<file path="src/rtl/knight_pkg.sv">
// Shared types and command-word encoding for the Knight's Tour command path.
// Pure definitions, no latency; no flow control of its own.
package knight_pkg;

  localparam logic [2:0] OP_MOVE = 3'b001;
  localparam logic [2:0] OP_CAL  = 3'b000;

  localparam logic [7:0] HEAD_N = 8'h00;
  localparam logic [7:0] HEAD_W = 8'h3F;
  localparam logic [7:0] HEAD_S = 8'h7F;
  localparam logic [7:0] HEAD_E = 8'hBF;

  typedef enum logic [1:0] {DIR_N = 2'd0, DIR_W = 2'd1, DIR_S = 2'd2, DIR_E = 2'd3} dir_t;

  typedef enum logic [1:0] {IDLE, ISSUE, WAIT, ERR} seq_state_t;

  typedef struct packed {
    logic       cal;
    logic       fanfare;
    dir_t       dir;
    logic [3:0] sqrs;
  } entry_t;

  function automatic logic [15:0] encode(entry_t e);
    logic [7:0] hd;
    case (e.dir)
      DIR_N:   hd = HEAD_N;
      DIR_W:   hd = HEAD_W;
      DIR_S:   hd = HEAD_S;
      default: hd = HEAD_E;
    endcase
    if (e.cal) encode = {OP_CAL, 13'd0};
    else       encode = {OP_MOVE, e.fanfare, hd, e.sqrs};
  endfunction

endpackage

</file>
<file path="src/rtl/knight_cmd_seq_fifo.sv">
// Command-entry queue: push/pop take effect on the next edge, flush clears it.
// Caller must gate push on !full and pop on !empty; flush overrides both.
module cmd_fifo
  import knight_pkg::*;
#(
  parameter int DEPTH = 8
) (
  input  logic                     clk,
  input  logic                     rst,
  input  logic                     push,
  input  logic                     pop,
  input  logic                     flush,
  input  entry_t                   din,
  output entry_t                   dout,
  output logic                     full,
  output logic                     empty,
  output logic [$clog2(DEPTH):0]   count
);

  localparam int AW = $clog2(DEPTH);

  entry_t         mem [DEPTH];
  logic [AW:0]    wr_ptr;
  logic [AW:0]    rd_ptr;

  always_ff @(posedge clk) begin
    if (rst || flush) begin
      wr_ptr <= '0;
      rd_ptr <= '0;
    end else begin
      if (push && !full) wr_ptr <= wr_ptr + 1'b1;
      if (pop && !empty) rd_ptr <= rd_ptr + 1'b1;
    end
  end

  always_ff @(posedge clk) begin
    if (push && !full && !flush) mem[wr_ptr[AW-1:0]] <= din;
  end

  // Extra wrap bit makes the pointer difference the exact occupancy.
  assign count = wr_ptr - rd_ptr;
  assign full  = (count == (AW+1)'(DEPTH));
  assign empty = (count == '0);
  assign dout  = mem[rd_ptr[AW-1:0]];

endmodule

</file>
<file path="src/rtl/knight_cmd_seq.sv">
// Queues calibrate/move requests and issues them one at a time with a send_cmd strobe.
// start->send_cmd 1 cycle, done edge->next send 1 cycle; full queue or ERR rejects enqueues via rej.
module knight_cmd_seq
  import knight_pkg::*;
#(
  parameter int DEPTH        = 8,
  parameter int TIMEOUT_CLKS = 1_000_000,
  parameter int MAX_SQ       = 2
) (
  input  logic                     clk,
  input  logic                     rst,
  input  logic                     enq,
  input  logic                     enq_cal,
  input  logic                     enq_fanfare,
  input  logic [1:0]               enq_dir,
  input  logic [3:0]               enq_sqrs,
  input  logic                     start,
  input  logic                     abort,
  input  logic                     clr_err,
  input  logic                     cmd_done,
  output logic [15:0]              cmd,
  output logic                     send_cmd,
  output logic                     full,
  output logic                     empty,
  output logic [$clog2(DEPTH):0]   count,
  output logic                     busy,
  output logic                     rej,
  output logic                     timeout_err
);

  localparam int TW = $clog2(TIMEOUT_CLKS + 1);

  seq_state_t    state;
  seq_state_t    state_nxt;
  logic [TW-1:0] timer;
  logic          cmd_done_q;
  logic          done_edge;
  logic          abort_act;
  logic          timed_out;
  logic          flush;
  logic          legal;
  logic          accept;
  entry_t        din;
  entry_t        head;

  assign done_edge = cmd_done & ~cmd_done_q;
  assign abort_act = abort && (state != ERR);
  assign timed_out = (state == WAIT) && !done_edge && (timer == TW'(TIMEOUT_CLKS - 1));
  assign flush     = abort_act || timed_out;
  assign legal     = enq_cal || ((enq_sqrs != 4'd0) && (enq_sqrs <= 4'(MAX_SQ)));
  assign accept    = enq && !full && legal && (state != ERR) && !flush;
  assign din       = '{cal: enq_cal, fanfare: enq_fanfare, dir: dir_t'(enq_dir), sqrs: enq_sqrs};

  cmd_fifo #(.DEPTH(DEPTH)) u_fifo (
    .clk   (clk),
    .rst   (rst),
    .push  (accept),
    .pop   (state == ISSUE),
    .flush (flush),
    .din   (din),
    .dout  (head),
    .full  (full),
    .empty (empty),
    .count (count)
  );

  always_ff @(posedge clk) begin
    if (rst) state <= IDLE;
    else     state <= state_nxt;
  end

  always_comb begin
    state_nxt = state;
    if (abort_act) begin
      state_nxt = IDLE;
    end else begin
      case (state)
        IDLE:    if (start && !empty) state_nxt = ISSUE;
        ISSUE:   state_nxt = WAIT;
        WAIT: begin
          // Completion beats timeout when both land on the same cycle.
          if (done_edge)      state_nxt = empty ? IDLE : ISSUE;
          else if (timed_out) state_nxt = ERR;
        end
        ERR:     if (clr_err) state_nxt = IDLE;
        default: state_nxt = IDLE;
      endcase
    end
  end

  always_ff @(posedge clk) begin
    if (rst) begin
      cmd        <= 16'h0000;
      timer      <= '0;
      cmd_done_q <= 1'b0;
      rej        <= 1'b0;
    end else begin
      cmd_done_q <= cmd_done;
      rej        <= enq && !accept;
      if (state_nxt == ISSUE) cmd <= encode(head);
      if (abort_act || state == ISSUE) timer <= '0;
      else if (state == WAIT)          timer <= timer + 1'b1;
    end
  end

  assign send_cmd    = (state == ISSUE);
  assign busy        = (state != IDLE);
  assign timeout_err = (state == ERR);

endmodule

</file>
<file path="config.mk">
export PLATFORM = sky130hd
export DESIGN_NAME = knight_cmd_seq
export DESIGN_NICKNAME = d
export VERILOG_FILES = /design/src/rtl/knight_pkg.sv /design/src/rtl/knight_cmd_seq_fifo.sv /design/src/rtl/knight_cmd_seq.sv
export SDC_FILE = /design/constraint.sdc
export NUM_CORES = 1
export LEC_CHECK = 0
export CELL_PAD_IN_SITES_DETAIL_PLACEMENT = 1
export CELL_PAD_IN_SITES_GLOBAL_PLACEMENT = 2
export CORE_MARGIN = 4
export CORE_UTILIZATION = 36
export CTS_CLUSTER_SIZE = 14
export DETAILED_ROUTE_END_ITERATION = 10
export PLACE_DENSITY = 0.87
export SLEW_MARGIN = 20
export SYNTH_ARGS = -nofsm -noshare
export SYNTH_HDL_FRONTEND = slang
export SYNTH_SLANG_ARGS = --single-unit
</file>
<file path="constraint.sdc">
create_clock -name clk -period 2.9 [get_ports clk]
set_input_delay 0.435 -clock clk [delete_from_list [all_inputs] [get_ports clk]]
set_output_delay 0.435 -clock clk [all_outputs]
set_load 0.02 [all_outputs]
</file>
## Yosys cells after proc, flatten, opt, wreduce, memory -nomap -nowiden

Memory sizes are Yosys's and may differ from the RTL's. A register that Yosys moved wholly into a read port is not among the register bits.
Cells that the tools add are included.

- Register bits after elaboration: 48
- Bits in writable memories: 64
- Bits of input ports: 15
- Output and inout bits: 26
- Logic and storage cells: 65
- Memories: 1

Memory list:

| memory | depth | width | read ports | clocked after memory_dff | wr ports | line | RTL |
|---|---|---|---|---|---|---|---|
| u_fifo.mem | 8 | 8 | 1 | 1 | 1 | knight_cmd_seq_fifo.sv:22 | `entry_t mem [DEPTH];` |

- Add/subtract/negate cells: 4
- Order comparisons: 1
- Equal/unequal tests: 9
- Muxes and demuxes: 13
- Bitwise operators: 2
- Reductions and logical operators: 28

Operators by type and width:

| operator | number |
|---|---|
| case mux 8 bit (3 select lines) | 1 |
| adder 20 x 1 -> 20 bit, second input constant | 1 |
| equality test 20 bit, second input constant | 1 |
| two-way mux 14 bit | 1 |
| logical AND 1 bit | 13 |
| two-way mux 2 bit | 5 |
| adder 4 x 1 -> 4 bit, second input constant | 2 |
| case mux 2 bit (4 select lines) | 1 |
| equality test 2 x 1 -> 1 bit, second input constant | 3 |
| equality test 2 bit, second input constant | 3 |
| two-way mux 3 bit | 2 |
| logical NOT 1 bit | 5 |
| equality test 4 bit, second input constant | 1 |
| less-or-equal comparator 4 x 2 -> 1 bit, second input constant | 1 |
| logical NOT 2 bit | 2 |
| logical NOT 4 bit | 1 |
| logical OR 1 bit | 4 |
| nonzero test 4 bit | 1 |
| subtractor 4 bit | 1 |
| two-way mux 1 bit | 3 |
| inequality test 2 bit, second input constant | 1 |
| nonzero test 2 bit | 1 |
| OR reduction 2 bit | 1 |
| AND 1 bit | 1 |
| inverter 1 bit | 1 |

## Longest topological paths before layout

Gate-level depths: netlist (run 1).

- Depth after elaboration: 12
- Mapped depth: 10
- Gate-level depth less buffers: 10

## Hierarchy

From an unflattened synthesis (run 1), not the netlist that was laid out.

- Cells, all modules: 373
- Area total of the unflattened synthesis: 4753.3 um^2

By module, submodules not included:

| module | times used | cells each | area an instance (um^2) | sequential area each (um^2) |
|---|---|---|---|---|
| cmd_fifo | 1 | 181 | 3085.5 | 2142.1 |
| knight_cmd_seq | 1 | 192 | 1667.8 | 660.6 |

## Worst setup path before layout (run 1)

No wires, ideal clock.

- Path kind: register to register
- Start: register u_fifo.wr_ptr[0]
- End: memory u_fifo.mem[4][0] (netlist name) (enable)
- Setup time: 0.398 ns
- Data arrival time: 2.995 ns
- Data required time: 2.502 ns
- Path slack: -0.493 ns
- Stages on the path, launching flop included: 10
- Path buffers: 0
- Period minus slack after synthesis: 3.393 ns
- Cell sequence: dfxtp_1 -> inv_1 -> ha_1 -> inv_1 -> fa_1 -> xor2_1 -> nor3_1 -> o21ai_1 -> nand3_1 -> nor4b_1

- Longest elaborated chain between the ends: 11

RTL lines:

| element | line | RTL |
|---|---|---|
| start: declaration | knight_cmd_seq_fifo.sv:23 | `logic [AW:0] wr_ptr;` |
| start signal: assignment | knight_cmd_seq_fifo.sv:31 | `if (push && !full) wr_ptr <= wr_ptr + 1'b1;` |
| subtractor 4 bit (*) | knight_cmd_seq_fifo.sv:41 | `assign count = wr_ptr - rd_ptr;` |
| net count[2] | knight_cmd_seq.sv:25 | `output logic [$clog2(DEPTH):0] count,` |
| equality test 4 bit (*) | knight_cmd_seq_fifo.sv:42 | `assign full = (count == (AW+1)'(DEPTH));` |
| logical NOT 1 bit (*) | knight_cmd_seq_fifo.sv:37, knight_cmd_seq.sv:51 |  |
| logical AND 1 bit (4 in a row) | knight_cmd_seq.sv:51 | `assign accept = enq && !full && legal && (state != ERR) && !flush;` |
| logical AND 1 bit (*) (2 in a row) | knight_cmd_seq_fifo.sv:37 | `if (push && !full && !flush) mem[wr_ptr[AW-1:0]] <= din;` |
| two-way mux 1 bit (*) | knight_cmd_seq_fifo.sv:37 |  |
| two-way mux 1 bit (not written as such) (*) | knight_cmd_seq_fifo.sv:37 |  |
| end: declaration | knight_cmd_seq_fifo.sv:22 |  |

Mark *: on every way through the listed nets, which the timed path passes. The rest lies on a longest branch.

## Worst setup path in the final report (run 1)

- Start: register u_fifo.rd_ptr[2]
- End: output count[3]

- Longest elaborated chain between the ends: 1

RTL lines:

| element | line | RTL |
|---|---|---|
| start: declaration | knight_cmd_seq_fifo.sv:24 | `logic [AW:0] rd_ptr;` |
| start signal: assignment | knight_cmd_seq_fifo.sv:32 | `if (pop && !empty) rd_ptr <= rd_ptr + 1'b1;` |
| subtractor 4 bit | knight_cmd_seq_fifo.sv:41 |  |
| end: declaration | knight_cmd_seq.sv:25 |  |

No other way between the ends.

==> reports/results.ini, run 1 <==
[final_layout]
drive_gt1_share_pct=20.00
fillCellCount=1364
stdcell_area_um2=5794
diodes=0
mostFrequentLayoutCell=edfxtp_1
layout_common_cells=edfxtp_1, dfxtp_1, clkdlybuf4s50_1
final_nets=437
synthToLayoutAreaGrowth_pct=22.48

[setup_path]
cp_slowest_cell=clkdlybuf4s50_1
arrival_ns=2.32
path_class=flip-flop to output pin
crit_top_cell=a21oi_1
path_cells=inv_1 -> ha_1 -> a21oi_1 -> a21oi_1 -> nor2_1 -> clkdlybuf4s50_1
worstPathRequired_ns=2.47
max_stage_delay_ns=0.63
endpoint_kind=output pin
startpoint_type=flip-flop
worst-path-max-fanout=5

[floorplanning]
core_area_um2=12720
die_x_um=122.6
ioPinCount=41
start_util_pct=37.19
rows=41
dieArea_um2=15040
die_h_um=122.6

[timing]
hold_violations=0
slew_headroom_pct=54.88
rsz0062_at_grt=false
drv_slew=0
min_period_ns=2.758
tns_ns=0
period_share_pct=95.09
final-setup-viol-count=0
max_freq_mhz=362.6
worstMarginPinSlew_ns=0.6768
finClkSkew_ns=0.009281

[routing]
wire_per_inst_um=18.74
wirelength_mm=11.09
dr.pass1.iters=4
drtAntennaViolNets=0
num_vias=3060
vias_per_cell=5.169
drt_iter0_drc=157
drc=0

[synth]
ys_seq_area_share_pct=59.24
async_flop_share_pct=0
syn_area_um2=4731
synth_area_per_cell_um2=13.07
synthFlopType=edfxtp_1
synth_edf_count=64
syn_inst=362
yosysUniqueCellTypes=54
yosys_warnings=0
ys_ff_latch=108

[run_status]
status=complete, no violations

[clock_network]
tritoncts=done
cts_inserted_buffers=9
cts_num_sinks=108
root_buffer=clkbuf_16
cts_setup_buffers=0
insertion_delay_ns=0.35
clk_pin_slew_ns=0.08
clk_path_buf_depth=2
hold_buffers=0
htree_num_levels=3

[placement]
dp_hpwl_mm=7.936
placedInstanceArea_um2=5493
gp_congestion=0.7616
io_buffers=38

[global_route]
grt_pass1_vias=3400
grt_antenna_before_repair=0
grt_pass1_wl_mm=18.18
grt_max_degree=21
track_usage_pct=16.03
overflow=0

[power]
ir_drop_mv=0.2359
p_leak_nw=1.857
p_per_area_nw_per_um2=512.2

[run]
max_cap_viol_count=0

[worst_hold_path]
hold_path.class=flip-flop to flip-flop

[Yosys cell counts, types with 4 or more instances]
cell,n,share of area (%)
nor2_1,33,2.6
inv_1,20,1.6
xnor2_1,15,2.8
buf_4,7,1.1
nor3_1,13,1.4
dfxtp_1,44,19
mux2i_1,11,2.3
nand3_1,8,0.85
or3_1,4,0.53
ha_1,6,1.6
nand4_1,9,1.2
clkbuf_1,7,0.56
xor2_1,7,1.3
o32ai_1,8,1.5
nor4_1,4,0.53
mux4_2,16,7.6
edfxtp_1,64,41
a21oi_1,9,0.95
buf_6,4,0.95
nand2_1,11,0.87
nor4b_1,5,0.93
[layout make-up]
| cell class | count | area [µm²] | share of cell area [%] |
|---|---|---|---|
| clock inverters | 6 | 62.56 | 1.080 |
| clock buffers | 10 | 239.0 | 4.124 |
| flip-flops and latches | 108 | 2803 | 48.37 |
| inverters | 20 | 75.07 | 1.296 |
| multi-input cells | 212 | 1834 | 31.66 |
| repair buffers | 64 | 565.5 | 9.760 |
| well taps | 172 | 215.2 | 3.714 |
[flip-flops by register name, indices dropped and copies added (netlist names), named ones only]
| signal | cells |
|---|---|
| cmd_done_q | 1 |
| cmd | 9 |
| state | 2 |
| u_fifo.wr_ptr | 4 |
| timer | 20 |
| rej | 1 |
| u_fifo.rd_ptr | 4 |
| u_fifo.mem | 64 |
[cell families after synthesis]
kind of cell / count (synthesis) / synth area share [%]
buf+inv: 43 / 4.681
fa+ha+maj: 7 / 2.010
compound gates: 36 / 5.686
flops: 108 / 59.24
other cells: 1 / 0.07927
mux: 29 / 10.42
simple gates: 116 / 13.81
xor+xnor: 22 / 4.073
[per-stage QoR]
stage | setup WS (ns) | power (W) | cells | utilization, % | hold slack (ns)
2_1_floorplan | 0.05357 | 0.001715 | 363 | - | 0.4716
3_3_place_gp | 0.1684 | 0.001775 | 576 | 43.17 | 0.4639
3_5_place_dp | 0.08534 | 0.001779 | 576 | 43.17 | 0.4712
4_1_cts | 0.02185 | 0.002999 | 592 | 45.56 | 0.4819
5_1_grt | 0.02178 | 0.003082 | 592 | 45.54 | 0.5124
6_report | 0.1423 | 0.002968 | 592 | 45.54 | 0.4768
[worst paths after layout]
path	endpoint	depth (start not counted)	start	slack [ns]
max	count[3]	6	u_fifo.rd_ptr[2]	0.14
min reg2reg	cmd[13]	2	cmd[13]	0.48
max reg2reg	u_fifo.mem[4][0]	10	u_fifo.rd_ptr[0]	0.27
min	cmd[13]	2	cmd[13]	0.48
[power by group]
group / switching, W / internal [W]
logic: 0.0000645 / 0.0000489
clock network: 0.000594 / 0.000631
registers: 0.00000240 / 0.00163
total: 0.000661 / 0.00231
[worst max-delay path: cells and delay by family, from the launching register on]
| family | cells | cell delay, ns |
|---|---|---|
| fa+ha+maj | 1 | 0.38 |
| buf+inv | 2 | 0.71 |
| compound gates | 2 | 0.36 |
| simple gates | 1 | 0.17 |
| flops | 1 | 0.36 |
[metal layers]
| layer | part of all wire, % | wire (µm) | global-route usage [%] |
|---|---|---|---|
| met3 | 3.6 | 398 | 2.442 |
| met2 | 50 | 5503 | 26.62 |
| met1 | 45 | 5000 | 21.18 |
| met4 | 1.7 | 191 | 6.298 |
| met5 | 0 | 0 | 0 |
[timing repair]
action                                 in CTS  in global routing
pin swaps                                   0                  0
setup endpoints to repair                   2                  3
gates resized for setup                     3                  5
endpoints found under the hold margin       0                  0
No activity file was read; power rests on OpenSTA's default activity.
==> inputs of run 2 (changes only) <==
Settings changed: CORE_UTILIZATION 36 to 43, PLACE_DENSITY 0.87 to 0.95.
Clock period 2.9 ns to 3.6 ns, I/O delays scaled along.
==> run 2 against run 1 <==
  * Clock power down 32%
  * Global-route usage up 1.4 points
  * Critical path type unchanged
  * Clock-buffer cell count unchanged
  * Core utilization up 5.0 points
  * Critical path depth up 2
  * Sequential cell count unchanged
  * Sequential share of layout area up 3.0 points
==> reports/results.ini, run 2 (synthesized netlist as in run 1, its figures left out) <==
[run_status]
status=complete, no violations

[clock_network]
root_buffer=clkbuf_8
cts_num_sinks=108  ; unchanged
cts_inserted_buffers=9  ; unchanged
htree_num_levels=3  ; unchanged
post_cts_resized=1  ; -2
tritoncts=done
clk_path_buf_depth=2  ; unchanged
clk_pin_slew_ns=0.10  ; +0.02 ns
insertion_delay_ns=0.38  ; +0.03 ns
hold_buffers=0  ; unchanged
cts_setup_buffers=0  ; unchanged

[setup_path]
endpoint_kind=output pin
path_class=flip-flop to output pin
crit_top_cell=inv_1
critPathTopFamily=buffers and inverters
cp_slowest_cell=clkdlybuf4s50_1
worst-path-max-fanout=8  ; +3
arrival_ns=2.79  ; +0.47 ns
startpoint_type=flip-flop
path_cells=inv_1 -> ha_1 -> inv_1 -> fa_1 -> xor2_1 -> or3_1 -> nor2_1 -> clkdlybuf4s50_1
max_stage_delay_ns=0.61  ; -0.02 ns
worstPathRequired_ns=3.06  ; +0.59 ns
crit_buf_inv=3  ; +1

[routing]
drtAntennaViolNets=0  ; unchanged
drt_iter0_drc=108  ; -31%
wirelength_mm=10.45  ; -5.8%
wire_per_inst_um=19.17  ; +2.3%
dr.pass1.iters=4  ; unchanged
vias_per_cell=5.514  ; +6.7%
num_vias=3005  ; -1.8%
drc=0  ; unchanged

[global_route]
grtUsageMet2_pct=29.34  ; +2.7 points
overflow=0  ; unchanged
track_usage_pct=17.44  ; +1.4 points
use_met3_pct=3.797  ; +1.4 points
grt_use_met1_pct=22.67  ; +1.5 points
grt_pass1_vias=3140  ; -7.6%
top_usage_layer=met2
grt_antenna_before_repair=0  ; unchanged
grt_pass1_wl_mm=16.97  ; -6.7%
grt_max_degree=21  ; unchanged

[timing]
min_period_ns=3.327
rsz0062_at_grt=false
final-setup-viol-count=0  ; unchanged
hold_violations=0  ; unchanged
drv_slew=0  ; unchanged
tns_ns=0  ; unchanged
slew_headroom_pct=49.75  ; -5.1 points
max_freq_mhz=300.6
period_share_pct=92.40
finClkSkew_ns=0.01222  ; +0.002943 ns
worstMarginPinSlew_ns=0.7514  ; +0.07462 ns

[floorplanning]
rows=38  ; -7.3%
die_x_um=112.9  ; -7.9%
ioPinCount=41  ; unchanged
core_area_um2=10790  ; -15%
die_h_um=112.9  ; -7.9%
start_util_pct=43.83  ; +6.6 points
dieArea_um2=12740  ; -15%

[final_layout]
layout_common_cells=edfxtp_1, dfxtp_1, clkdlybuf4s50_1
stdcell_area_um2=5460  ; -5.8%
drive_gt1_share_pct=13.58  ; -6.4 points
final_nets=422  ; -3.4%
synthToLayoutAreaGrowth_pct=15.42
mostFrequentLayoutCell=edfxtp_1
multi_input_area_um2=1723  ; -6.1%
fillCellCount=1103  ; -19%
seq_area_um2=2804  ; about the same
largest_register_ffs=64  ; unchanged
diodes=0  ; unchanged

[power]
p_leak_nw=1.742  ; -6.2%
ir_drop_mv=0.2374  ; +0.64%
p_per_area_nw_per_um2=405.7  ; -21%

[worst_hold_path]
hold_path.class=flip-flop to flip-flop

[run]
max_cap_viol_count=0  ; unchanged

[placement]
dp_hpwl_mm=7.343  ; -7.5%
placedInstanceArea_um2=5239  ; -4.6%
io_buffers=38  ; unchanged
gp_congestion=0.7576  ; -0.53%

run 2: final timing paths:
path                                       start          endpoint  slack (ns)  cells past startpoint
worst min register to register           cmd[13]           cmd[13]        0.48                      2
worst max-delay path            u_fifo.wr_ptr[0]             empty        0.27                      8
worst max register to register  u_fifo.wr_ptr[0]  u_fifo.mem[6][2]        0.54                     10
worst min-delay path                     cmd[13]           cmd[13]        0.48                      2
run 2: power by group:
group          switching [W]  internal, W
clock               0.000425     0.000399
sequential        0.00000262      0.00131
combinational      0.0000454    0.0000325
run 2: metal layers:
| metal | vias to the layer above | wire length, µm |
|---|---|---|
| met5 | - | 0 |
| met4 | 0 | 140 |
| met3 | 11 | 414 |
| met2 | 59 | 5330 |
| met1 | 1517 | 4563 |
| li1 | 1418 | - |
run 2: worst register-to-register path, delay by kind of cell (launching register included):
kind | cells | cell delay [ns]
compound gates | 1 | 0.20
xor+xnor | 1 | 0.21
fa+ha+maj | 2 | 0.59
buf+inv | 3 | 0.41
flops | 1 | 0.37
simple gates | 3 | 0.92
run 2: cell type report:
class / instances / share of cell area (%)
sequential: 108 / 51.35
tap: 140 / 3.208
inverter: 20 / 1.375
clock buffer: 10 / 2.337
multi-input combinational: 212 / 31.55
clock inverter: 6 / 1.719
timing repair buffer: 49 / 8.456
run 2: through the flow:
stage	hold slack [ns]	power [W]	instances	util [%]	setup slack, ns
after floorplan	0.4716	0.001378	363	-	0.2066
after detailed placement	0.4714	0.001421	529	48.54	0.3590
after CTS	0.4860	0.002244	545	50.58	0.1539
after global routing	0.5058	0.002310	545	50.59	0.08003
final	0.4781	0.002215	545	50.59	0.2735
after global placement	0.4605	0.001417	529	48.54	0.4576
==> inputs of run 3 (changes only) <==
Settings changed: SKIP_CTS_REPAIR_TIMING set to 1.
==> run 3 against run 2 <==
  * Total power rose by 0.18%
  * Sequential cell count stayed put
  * Clock-buffer cell count unchanged
  * Largest power group unchanged
  * Die area stayed put
  * Setup slack worse by 0.026 ns
  * Sequential share of layout area down 0.082 points
  * Core utilization up 0.081 points
  * Sequential power about the same
  * First-iteration DRC count rose by 38%
  * Clock skew down 0.00059 ns
  * Fmax fell by 0.77%
==> reports/results.ini, run 3 (synthesized netlist as in run 1, its figures left out) <==
[timing]
worstMarginPinSlew_ns=0.7472  ; -0.004243 ns
slew_headroom_pct=50.03  ; +0.28 points
finClkSkew_ns=0.01164  ; -0.0005886 ns
rsz0062_at_grt=false
final-setup-viol-count=0  ; unchanged
period_share_pct=93.12  ; +0.71 points
drv_slew=0  ; unchanged
hold_violations=0  ; unchanged
max_freq_mhz=298.3  ; -0.77%
min_period_ns=3.352  ; +0.02570 ns

[final_layout]
final_nets=422  ; unchanged
drive_gt1_share_pct=13.83  ; +0.25 points
layout_common_cells=edfxtp_1, dfxtp_1, clkdlybuf4s50_1
synthToLayoutAreaGrowth_pct=15.60
fillCellCount=1099  ; -0.36%
diodes=0  ; unchanged
mostFrequentLayoutCell=edfxtp_1
final_cells=545  ; unchanged
largest_register_ffs=64  ; unchanged

[placement]
io_buffers=38  ; unchanged
dp_cells=529  ; unchanged
dp_hpwl_mm=7.343  ; unchanged
gp_congestion=0.7576  ; unchanged

[routing]
drc=0  ; unchanged
dr.pass1.iters=4  ; unchanged
drt_iter0_drc=149  ; +38%
drtAntennaViolNets=0  ; unchanged
wirelength_mm=10.52  ; +0.65%
num_vias=2992  ; -0.43%
wire_per_inst_um=19.29  ; +0.65%
vias_per_cell=5.490  ; -0.43%

[worst_hold_path]
hold_path.class=flip-flop to flip-flop

[global_route]
grt_max_degree=21  ; unchanged
grt_pass1_wl_mm=16.97  ; unchanged
grt_antenna_before_repair=0  ; unchanged
track_usage_pct=17.44  ; unchanged
grt_pass1_vias=3140  ; unchanged
overflow=0  ; unchanged

[floorplanning]
die_h_um=112.9  ; unchanged
start_util_pct=43.83  ; unchanged
die_x_um=112.9  ; unchanged
dieArea_um2=12740  ; unchanged
core_area_um2=10790  ; unchanged
rows=38  ; unchanged
ioPinCount=41  ; unchanged

[setup_path]
worstPathRequired_ns=3.06  ; about the same
path_class=flip-flop to output pin
crit_top_cell=inv_1
endpoint_kind=output pin
path_cells=inv_1 -> ha_1 -> inv_1 -> fa_1 -> xor2_1 -> or3_1 -> nor2_1 -> clkdlybuf4s50_1
worst-path-max-fanout=8  ; unchanged
max_stage_delay_ns=0.61  ; about the same
startpoint_type=flip-flop
cp_slowest_cell=clkdlybuf4s50_1
arrival_ns=2.81  ; +0.02 ns

[power]
p_leak_nw=1.757  ; +0.86%
ir_drop_mv=0.2373  ; about the same
power.total_w=0.002219  ; +0.18%
p_per_area_nw_per_um2=405.8  ; about the same

[clock_network]
cts_inserted_buffers=9  ; unchanged
cts_num_sinks=108  ; unchanged
htree_num_levels=3  ; unchanged
tritoncts=done
clk_path_buf_depth=2  ; unchanged
insertion_delay_ns=0.38  ; about the same
root_buffer=clkbuf_8
clk_pin_slew_ns=0.10  ; about the same

[run]
max_cap_viol_count=0  ; unchanged

[run_status]
status=complete, no violations

run 3: routing by layer:
layer  track usage (%)  routed length [µm]  share of wire [%]
met5                 0                   0                  0
met4             5.369                 153                1.5
met3             3.797                 378                3.6
met2             29.34                5377                 51
met1             22.67                4605                 44
run 3: area by class of cell:
| cell class | instances | area, µm² | share of cell area, % |
|---|---|---|---|
| inverters | 20 | 75.07 | 1.373 |
| flip-flops and latches | 108 | 2804 | 51.27 |
| clock inverters | 6 | 93.84 | 1.716 |
| well taps | 140 | 175.2 | 3.203 |
| repair buffers | 49 | 465.4 | 8.511 |
| clock buffers | 10 | 127.6 | 2.334 |
| multi-input cells | 212 | 1728 | 31.59 |
run 3: report_power, final:
group / total [W] / switching [W] / internal (W)
sequential: 0.00131 / 0.00000262 / 0.00131
clock: 0.000828 / 0.000429 / 0.000399
combinational: 0.0000780 / 0.0000454 / 0.0000326
total: 0.00222 / 0.000476 / 0.00174
run 3: path summary, 6_finish.rpt:
| check | from | end | slack [ns] | cells after the start |
|---|---|---|---|---|
| worst min register to register | cmd[13] | cmd[13] | 0.48 | 2 |
| worst max register to register | u_fifo.wr_ptr[0] | u_fifo.mem[6][2] | 0.49 | 10 |
| worst min-delay path | cmd[13] | cmd[13] | 0.48 | 2 |
| worst max-delay path | u_fifo.wr_ptr[0] | empty | 0.25 | 8 |
run 3: critical path: cells and delay by family (launching register included):
family | cells | cell delay (ns)
fa+ha+maj | 2 | 0.58
buf+inv | 3 | 0.82
flops | 1 | 0.37
xor+xnor | 1 | 0.19
simple gates | 2 | 0.45
run 3: per-stage QoR:
stage	instance area [µm²]	utilization, %	hold WS (ns)	worst slack, ns	setup TNS, ns
floorplan	4735	-	0.4716	0.2066	0
global placement	5239	48.54	0.4605	0.4576	0
detailed placement	5239	48.54	0.4714	0.3590	0
CTS	5460	50.59	0.4860	-0.09676	-0.09676
global route	5469	50.67	0.5058	0.06683	0
finish	5469	50.67	0.4786	0.2478	0
